==> config.mk <==
export PLATFORM = sky130hd
export DESIGN_NAME = window_shift_buffer_flat
export DESIGN_NICKNAME = d
export VERILOG_FILES = /design/src/rtl/window_shift_buffer_pkg.sv /design/src/rtl/window_shift_buffer_if.sv /design/src/rtl/window_shift_buffer.sv /design/src/flat_wrapper.sv
export SDC_FILE = /design/constraint.sdc
export NUM_CORES = 1
export LEC_CHECK = 0
export ABC_CLOCK_PERIOD_IN_PS = 3730
export BUFFER_PORTS_ARGS = -buffer_cell sky130_fd_sc_hd__buf_2
export CAP_MARGIN = 20
export CORE_MARGIN = 8
export CORE_UTILIZATION = 50
export CTS_CLUSTER_DIAMETER = 40
export DETAILED_ROUTE_END_ITERATION = 6
export PLACE_DENSITY = 0.81
export SLEW_MARGIN = 20
export SYNTH_ARGS = -nofsm -noshare
export SYNTH_HDL_FRONTEND = slang
export SYNTH_SLANG_ARGS = --single-unit
==> constraint.sdc <==
create_clock -name clk -period 3.73 [get_ports clk]
set_input_delay 0.5595 -clock clk [delete_from_list [all_inputs] [get_ports clk]]
set_output_delay 0.5595 -clock clk [all_outputs]
set_load 0.01 [all_outputs]
==> src/rtl/window_shift_buffer_pkg.sv <==
// rtl/window_shift_buffer_pkg.sv - shared types and default sizes for the window shift buffer
package window_shift_buffer_pkg;

  localparam int DEF_DATA_W  = 32;
  localparam int DEF_WIN_LEN = 8;

  typedef enum logic {
    ST_FILL   = 1'b0,
    ST_STREAM = 1'b1
  } state_t;

endpackage

==> src/rtl/window_shift_buffer_if.sv <==
// rtl/window_shift_buffer_if.sv - sample input stream and window output stream bundle
interface window_shift_buffer_if
  import window_shift_buffer_pkg::*;
#(
  parameter int DATA_W  = DEF_DATA_W,
  parameter int WIN_LEN = DEF_WIN_LEN
) ();

  logic                      in_valid;
  logic [DATA_W-1:0]         in_data;
  logic                      in_ready;
  logic                      out_valid;
  logic                      out_ready;
  logic [DATA_W*WIN_LEN-1:0] windowdata;
  logic [15:0]               window_index;

  modport master (
    output in_valid, in_data, out_ready,
    input  in_ready, out_valid, windowdata, window_index
  );

  modport slave (
    input  in_valid, in_data, out_ready,
    output in_ready, out_valid, windowdata, window_index
  );

endinterface

==> src/rtl/window_shift_buffer.sv <==
// rtl/window_shift_buffer.sv - sliding sample window with fill/stream FSM and one-deep output register
module window_shift_buffer
  import window_shift_buffer_pkg::*;
#(
  parameter int DATA_W  = DEF_DATA_W,
  parameter int WIN_LEN = DEF_WIN_LEN,
  parameter int STRIDE  = 1
) (
  input  logic            clk,
  input  logic            rst_n,
  input  logic            clear,
  window_shift_buffer_if.slave bus
);

  localparam int CNT_W = $clog2(WIN_LEN + 1);
  localparam logic [CNT_W-1:0] FILL_LAST   = CNT_W'(WIN_LEN - 1);
  localparam logic [CNT_W-1:0] STRIDE_LAST = CNT_W'(STRIDE - 1);

  state_t                    state;
  logic [CNT_W-1:0]          fill_cnt;
  logic [CNT_W-1:0]          stride_cnt;
  logic [DATA_W*WIN_LEN-1:0] slots;
  logic [DATA_W*WIN_LEN-1:0] shifted;
  logic [DATA_W*WIN_LEN-1:0] windowdata_q;
  logic                      out_valid_q;
  logic [15:0]               window_index_q;
  logic [15:0]               emit_cnt;
  logic                      in_ready_c;
  logic                      accept;
  logic                      emit;

  // A pending window blocks input unless it drains in this same cycle.
  assign in_ready_c = !clear && (!out_valid_q || bus.out_ready);
  assign accept     = bus.in_valid && in_ready_c;

  always_comb begin
    shifted = '0;
    shifted[DATA_W-1:0] = bus.in_data;
    for (int k = 1; k < WIN_LEN; k++) begin
      shifted[DATA_W*k +: DATA_W] = slots[DATA_W*(k-1) +: DATA_W];
    end
  end

  // stride_cnt holds accepts since the last emit; the STRIDE-th one emits.
  assign emit = accept &&
                (((state == ST_FILL)   && (fill_cnt   == FILL_LAST)) ||
                 ((state == ST_STREAM) && (stride_cnt == STRIDE_LAST)));

  always_ff @(posedge clk or negedge rst_n) begin
    if (!rst_n) begin
      state          <= ST_FILL;
      fill_cnt       <= '0;
      stride_cnt     <= '0;
      slots          <= '0;
      windowdata_q   <= '0;
      out_valid_q    <= 1'b0;
      window_index_q <= '0;
      emit_cnt       <= '0;
    end else if (clear) begin
      state          <= ST_FILL;
      fill_cnt       <= '0;
      stride_cnt     <= '0;
      slots          <= '0;
      windowdata_q   <= '0;
      out_valid_q    <= 1'b0;
      window_index_q <= '0;
      emit_cnt       <= '0;
    end else begin
      if (accept) begin
        slots <= shifted;
        case (state)
          ST_FILL: begin
            fill_cnt <= fill_cnt + CNT_W'(1);
            if (fill_cnt == FILL_LAST) begin
              state      <= ST_STREAM;
              stride_cnt <= '0;
            end
          end
          ST_STREAM: begin
            stride_cnt <= (stride_cnt == STRIDE_LAST) ? '0 : stride_cnt + CNT_W'(1);
          end
          default: state <= ST_FILL;
        endcase
      end

      if (emit) begin
        out_valid_q    <= 1'b1;
        windowdata_q   <= shifted;
        window_index_q <= emit_cnt;
        emit_cnt       <= emit_cnt + 16'd1;
      end else if (out_valid_q && bus.out_ready) begin
        out_valid_q <= 1'b0;
      end
    end
  end

  assign bus.in_ready     = in_ready_c;
  assign bus.out_valid    = out_valid_q;
  assign bus.windowdata   = windowdata_q;
  assign bus.window_index = window_index_q;

endmodule

==> src/flat_wrapper.sv <==
// flat-port wrapper written by rule: the top's interface ports become plain ports
module window_shift_buffer_flat import window_shift_buffer_pkg::*;
#(
  parameter int DATA_W  = DEF_DATA_W,
  parameter int WIN_LEN = DEF_WIN_LEN,
  parameter int STRIDE  = 1
)
  (clk, rst_n, clear, bus_in_valid, bus_in_data, bus_out_ready, bus_in_ready, bus_out_valid, bus_windowdata, bus_window_index);
  window_shift_buffer_if #(.DATA_W(DATA_W), .WIN_LEN(WIN_LEN)) bus_i ();
  input  logic clk;
  input  logic rst_n;
  input  logic clear;
  input wire logic [$bits(bus_i.in_valid)-1:0] bus_in_valid;
  input wire logic [$bits(bus_i.in_data)-1:0] bus_in_data;
  input wire logic [$bits(bus_i.out_ready)-1:0] bus_out_ready;
  output wire logic [$bits(bus_i.in_ready)-1:0] bus_in_ready;
  output wire logic [$bits(bus_i.out_valid)-1:0] bus_out_valid;
  output wire logic [$bits(bus_i.windowdata)-1:0] bus_windowdata;
  output wire logic [$bits(bus_i.window_index)-1:0] bus_window_index;
  assign bus_i.in_valid = bus_in_valid;
  assign bus_i.in_data = bus_in_data;
  assign bus_i.out_ready = bus_out_ready;
  assign bus_in_ready = bus_i.in_ready;
  assign bus_out_valid = bus_i.out_valid;
  assign bus_windowdata = bus_i.windowdata;
  assign bus_window_index = bus_i.window_index;
  window_shift_buffer #(.DATA_W(DATA_W), .WIN_LEN(WIN_LEN), .STRIDE(STRIDE)) u_core (.clk(clk), .rst_n(rst_n), .clear(clear), .bus(bus_i));
endmodule
==> results by group <==
Clock network
  • Setup bufs post-CTS: 0
  • Hold_buf cts: 0
  • Clock-pin slew on the worst setup and hold paths: 0.06 ns
  • # clock sinks: 522
  • H-tree depth: 3
  • TritonCTS clock tree: done
  • Root Driver: clkbuf_16
  • Clock insertion delay at the later pin of the skew report: 0.58 ns
  • TritonCTS buffer count: 69
  • Post-CTS resize count: 0
  • Worst-case clock buffer depth: 3

Logic synthesis
  • Synth Flop Type: dfrtp_1
  • Syn Nets: 2340
  • Yosys cell types: 49
  • Syn_area_per_cell: 9.08 µm²
  • Seq cells post-synth: between 500 and 600
  • Mapped Cells: around 2300
  • Synth async-reset ratio: 1.00
  • Netlist Area Pre-Place: roughly 21000 µm²
  • Sequential-to-total area share from yosys stat: 0.626
  • Post-synth EDFFs: 0
  • Synth warnings: 0

Place
  • DPL Wire Length: 40.3 mm
  • Setup WS pre-CTS: 1.00 ns
  • RD Place Congestion: a little under 0.9
  • I/O Buffers: 310

Status
  • Result of the run: finished with violations
  • Failing checks: DRC

Routing
  • DRT Pass-1 Iters: 7
  • Antenna Nets Post-Route: 0
  • DRC viols: 4
  • DR vias: 17502
  • Total wire length after detailed routing: 60.8 mm
  • Per-cell routed wire length: 19.4 µm
  • Via density: 5.58
  • Detailed router's first-iteration violation count: 1703

Die
  • Core area: 41600 µm²
  • Die W: 220 µm
  • Row cnt: 75
  • Die Area: between 40000 and 50000 µm²
  • Die H: 220 µm
  • Io pins: slightly above 300
  • Initial core utilization: 0.502

STA
  • Fraction of the cycle the final worst path needs: 0.704
  • # setup viols final: 0
  • Final min period: 2.62 ns
  • Worst Skew: 0.0217 ns
  • Max Fclk: 381 MHz
  • Count of final hold-check violations: 0
  • Setup WS post-layout: about 1.1 ns
  • Tightest Pin Transition: roughly 0.94 ns
  • Setup TNS: 0 ns
  • Slew Limit Fails: 0
  • Unrepaired setup endpoints after global routing: false
  • Slew HR: 0.376

Critical path
  • CP Launch Type: register
  • Cells along the critical path: inv_1 > ha_1 > and4bb_1 > o211ai_4 > buf_12 > nand2_1 > a21oi_1
  • Buf/Inv on CP: 2
  • Crit end category: register
  • Cell family with most CP delay: compound AO/OA/AOI/OAI gates
  • Arrival time at the worst endpoint: 3.12 ns
  • Critical Path Max Stage Delay: between 0.5 and 0.6 ns
  • Slowest-stage cell, CP: o211ai_4
  • Worst Setup Path Type: register to register
  • Crit-path max FO: 143
  • Critical path data required time: 4.23 ns

Global routing
  • GRT Resource Usage Total: 0.247
  • Initial antenna violation count: 1
  • First-pass GRT wire length: 94.4 mm
  • Grt total ovfl: 0
  • Vias in the first global route: 17193
  • Largest net degree at the start of global routing: 177

Cells and area
  • Ratio of cells with drive above 1 in the final layout: 0.183
  • # fillers: 3386
  • Finished Core Util: 0.606
  • P&R area growth vs syn: 20.8%
  • Post-layout nets: between 2000 and 3000

Power and ir drop
  • Peak VDD IR: 0.000313 V
  • P_leak: between 0.01 and 0.015 µW
  • PwrDens: 518 nW/µm²

Flow run
  • Maxcap violations: 0

Hold path
  • Worst hold path type: input pin to async pin
[registers in the layout, summed over array words and instances, names as in the netlist]
register                 flops
u_core.bus.windowdata      256
u_core.slots               224
u_core.bus.window_index     16
u_core.emit_cnt             16
u_core.fill_cnt              4
u_core.stride_cnt            4
u_core.bus.out_valid         1
u_core.state                 1
[path summary, 6_finish.rpt]
kind                                                        from                                     end  slack, ns  depth (start not counted)
worst min register to register     u_core.slots[222]$_DFFE_PN0P_  u_core.bus.windowdata[254]$_DFFE_PN0P_       0.49                          2
worst max-delay path            u_core.stride_cnt[0]$_DFFE_PN0P_   u_core.bus.windowdata[59]$_DFFE_PN0P_       1.11                          7
worst max register to register  u_core.stride_cnt[0]$_DFFE_PN0P_   u_core.bus.windowdata[59]$_DFFE_PN0P_       1.11                          7
max in group asynchronous                                  rst_n          u_core.emit_cnt[2]$_DFFE_PN0P_       2.71                          2
worst min-delay path                                       rst_n  u_core.bus.windowdata[241]$_DFFE_PN0P_       0.04                          1
min in group clk                                 bus_in_data[14]            u_core.slots[14]$_DFFE_PN0P_       0.21                          3
[per-layer routing]
| layer | up-vias | wire length [µm] | GRT usage |
|---|---|---|---|
| met5 | - | 11 | 0 |
| met4 | 2 | 2090 | 0.0983 |
| met3 | 125 | 5770 | 0.0649 |
| met2 | 783 | 29200 | 0.398 |
| met1 | 8625 | 23700 | 0.316 |
| li1 | 7967 | - | - |
[cells in the mapped netlist, types with 2 or more instances]
| master | n | area, µm² |
|---|---|---|
| a21oi_1 | 229 | 1150 |
| nand4_1 | 4 | 25.0 |
| nand2_1 | 1003 | 3760 |
| a32o_1 | 2 | 20.0 |
| nand3_1 | 6 | 30.0 |
| buf_2 | 61 | 305 |
| dfrtp_1 | 522 | 13100 |
| and2_1 | 2 | 12.5 |
| clkbuf_1 | 86 | 323 |
| ha_1 | 4 | 50.1 |
| xnor2_1 | 3 | 26.3 |
| or3_1 | 3 | 18.8 |
| buf_4 | 23 | 173 |
| nor2_1 | 8 | 30.0 |
| o21a_1 | 3 | 22.5 |
| o31ai_1 | 6 | 45.0 |
| nor3_1 | 2 | 10.0 |
| o21ai_0 | 286 | 1430 |
| nand2b_1 | 2 | 12.5 |
| dlygate4sd1_1 | 2 | 17.5 |
| mux2i_1 | 4 | 40.0 |
| inv_1 | 5 | 18.8 |
| nor4_1 | 2 | 12.5 |
| or4_1 | 6 | 45.0 |
[power breakdown]
part | total, µW | internal [µW] | leakage, µW | switching [µW]
clock | 6850 | 4240 | 0.00118 | 2610
combinational | 405 | 89.2 | 0.00330 | 315
sequential | 5800 | 5720 | 0.00725 | 76.3
[placed cells by master, fill, tap and decap left out, drive strengths merged, types with 3 or more instances in the layout]
cell,netlist,final
nand2,1003,1003
dfrtp,522,522
buf,85,344
o21ai,286,286
a21oi,229,229
clkbuf,86,90
inv,5,22
clkinv,1,12
nor2,8,8
bufinv,0,7
nand3,7,7
o31ai,6,6
or4,6,6
nand4,5,5
mux2i,4,4
ha,4,4
clkinvlp,0,4
xnor2,3,3
o21a,3,3
or3,3,3
[metrics by stage]
| stage | area (µm²) | cells | total power (µW) | hold WS [ns] |
|---|---|---|---|---|
| after floorplan | 20900 | 2299 | 6050 | 0.264 |
| after global placement | 22800 | 3010 | 6300 | 0.461 |
| after detailed placement | 22800 | 3010 | 6310 | 0.471 |
| after CTS | 25200 | 3138 | 13200 | 0.0582 |
| after global routing | 25200 | 3138 | 13400 | 0.0906 |
| final | 25200 | 3139 | 13100 | 0.0380 |
[cell families after synthesis]
kind of cell,share of synthesized area
AO/OA/AOI/OAI,0.131
XOR/XNOR,0.00126
flip-flops,0.626
AND/OR/NAND/NOR,0.196
multiplexers,0.00192
adder cells (fa/ha/maj),0.00240
buffers and inverters,0.0408
[cell type report]
cell class / instances / area, µm² / area share
Timing Repair Buffer: 345 / 2050 / 0.0811
Inverter: 6 / 30.0 / 0.00119
Sequential cell: 522 / 13100 / 0.518
Tap cell: 539 / 674 / 0.0268
Antenna cell: 1 / 2.50 / 0.0000993
Clock buffer: 89 / 1940 / 0.0771
Multi-Input combinational cell: 1598 / 6980 / 0.277
Clock inverter: 39 / 474 / 0.0188
Power figures use the tool's default switching activity.
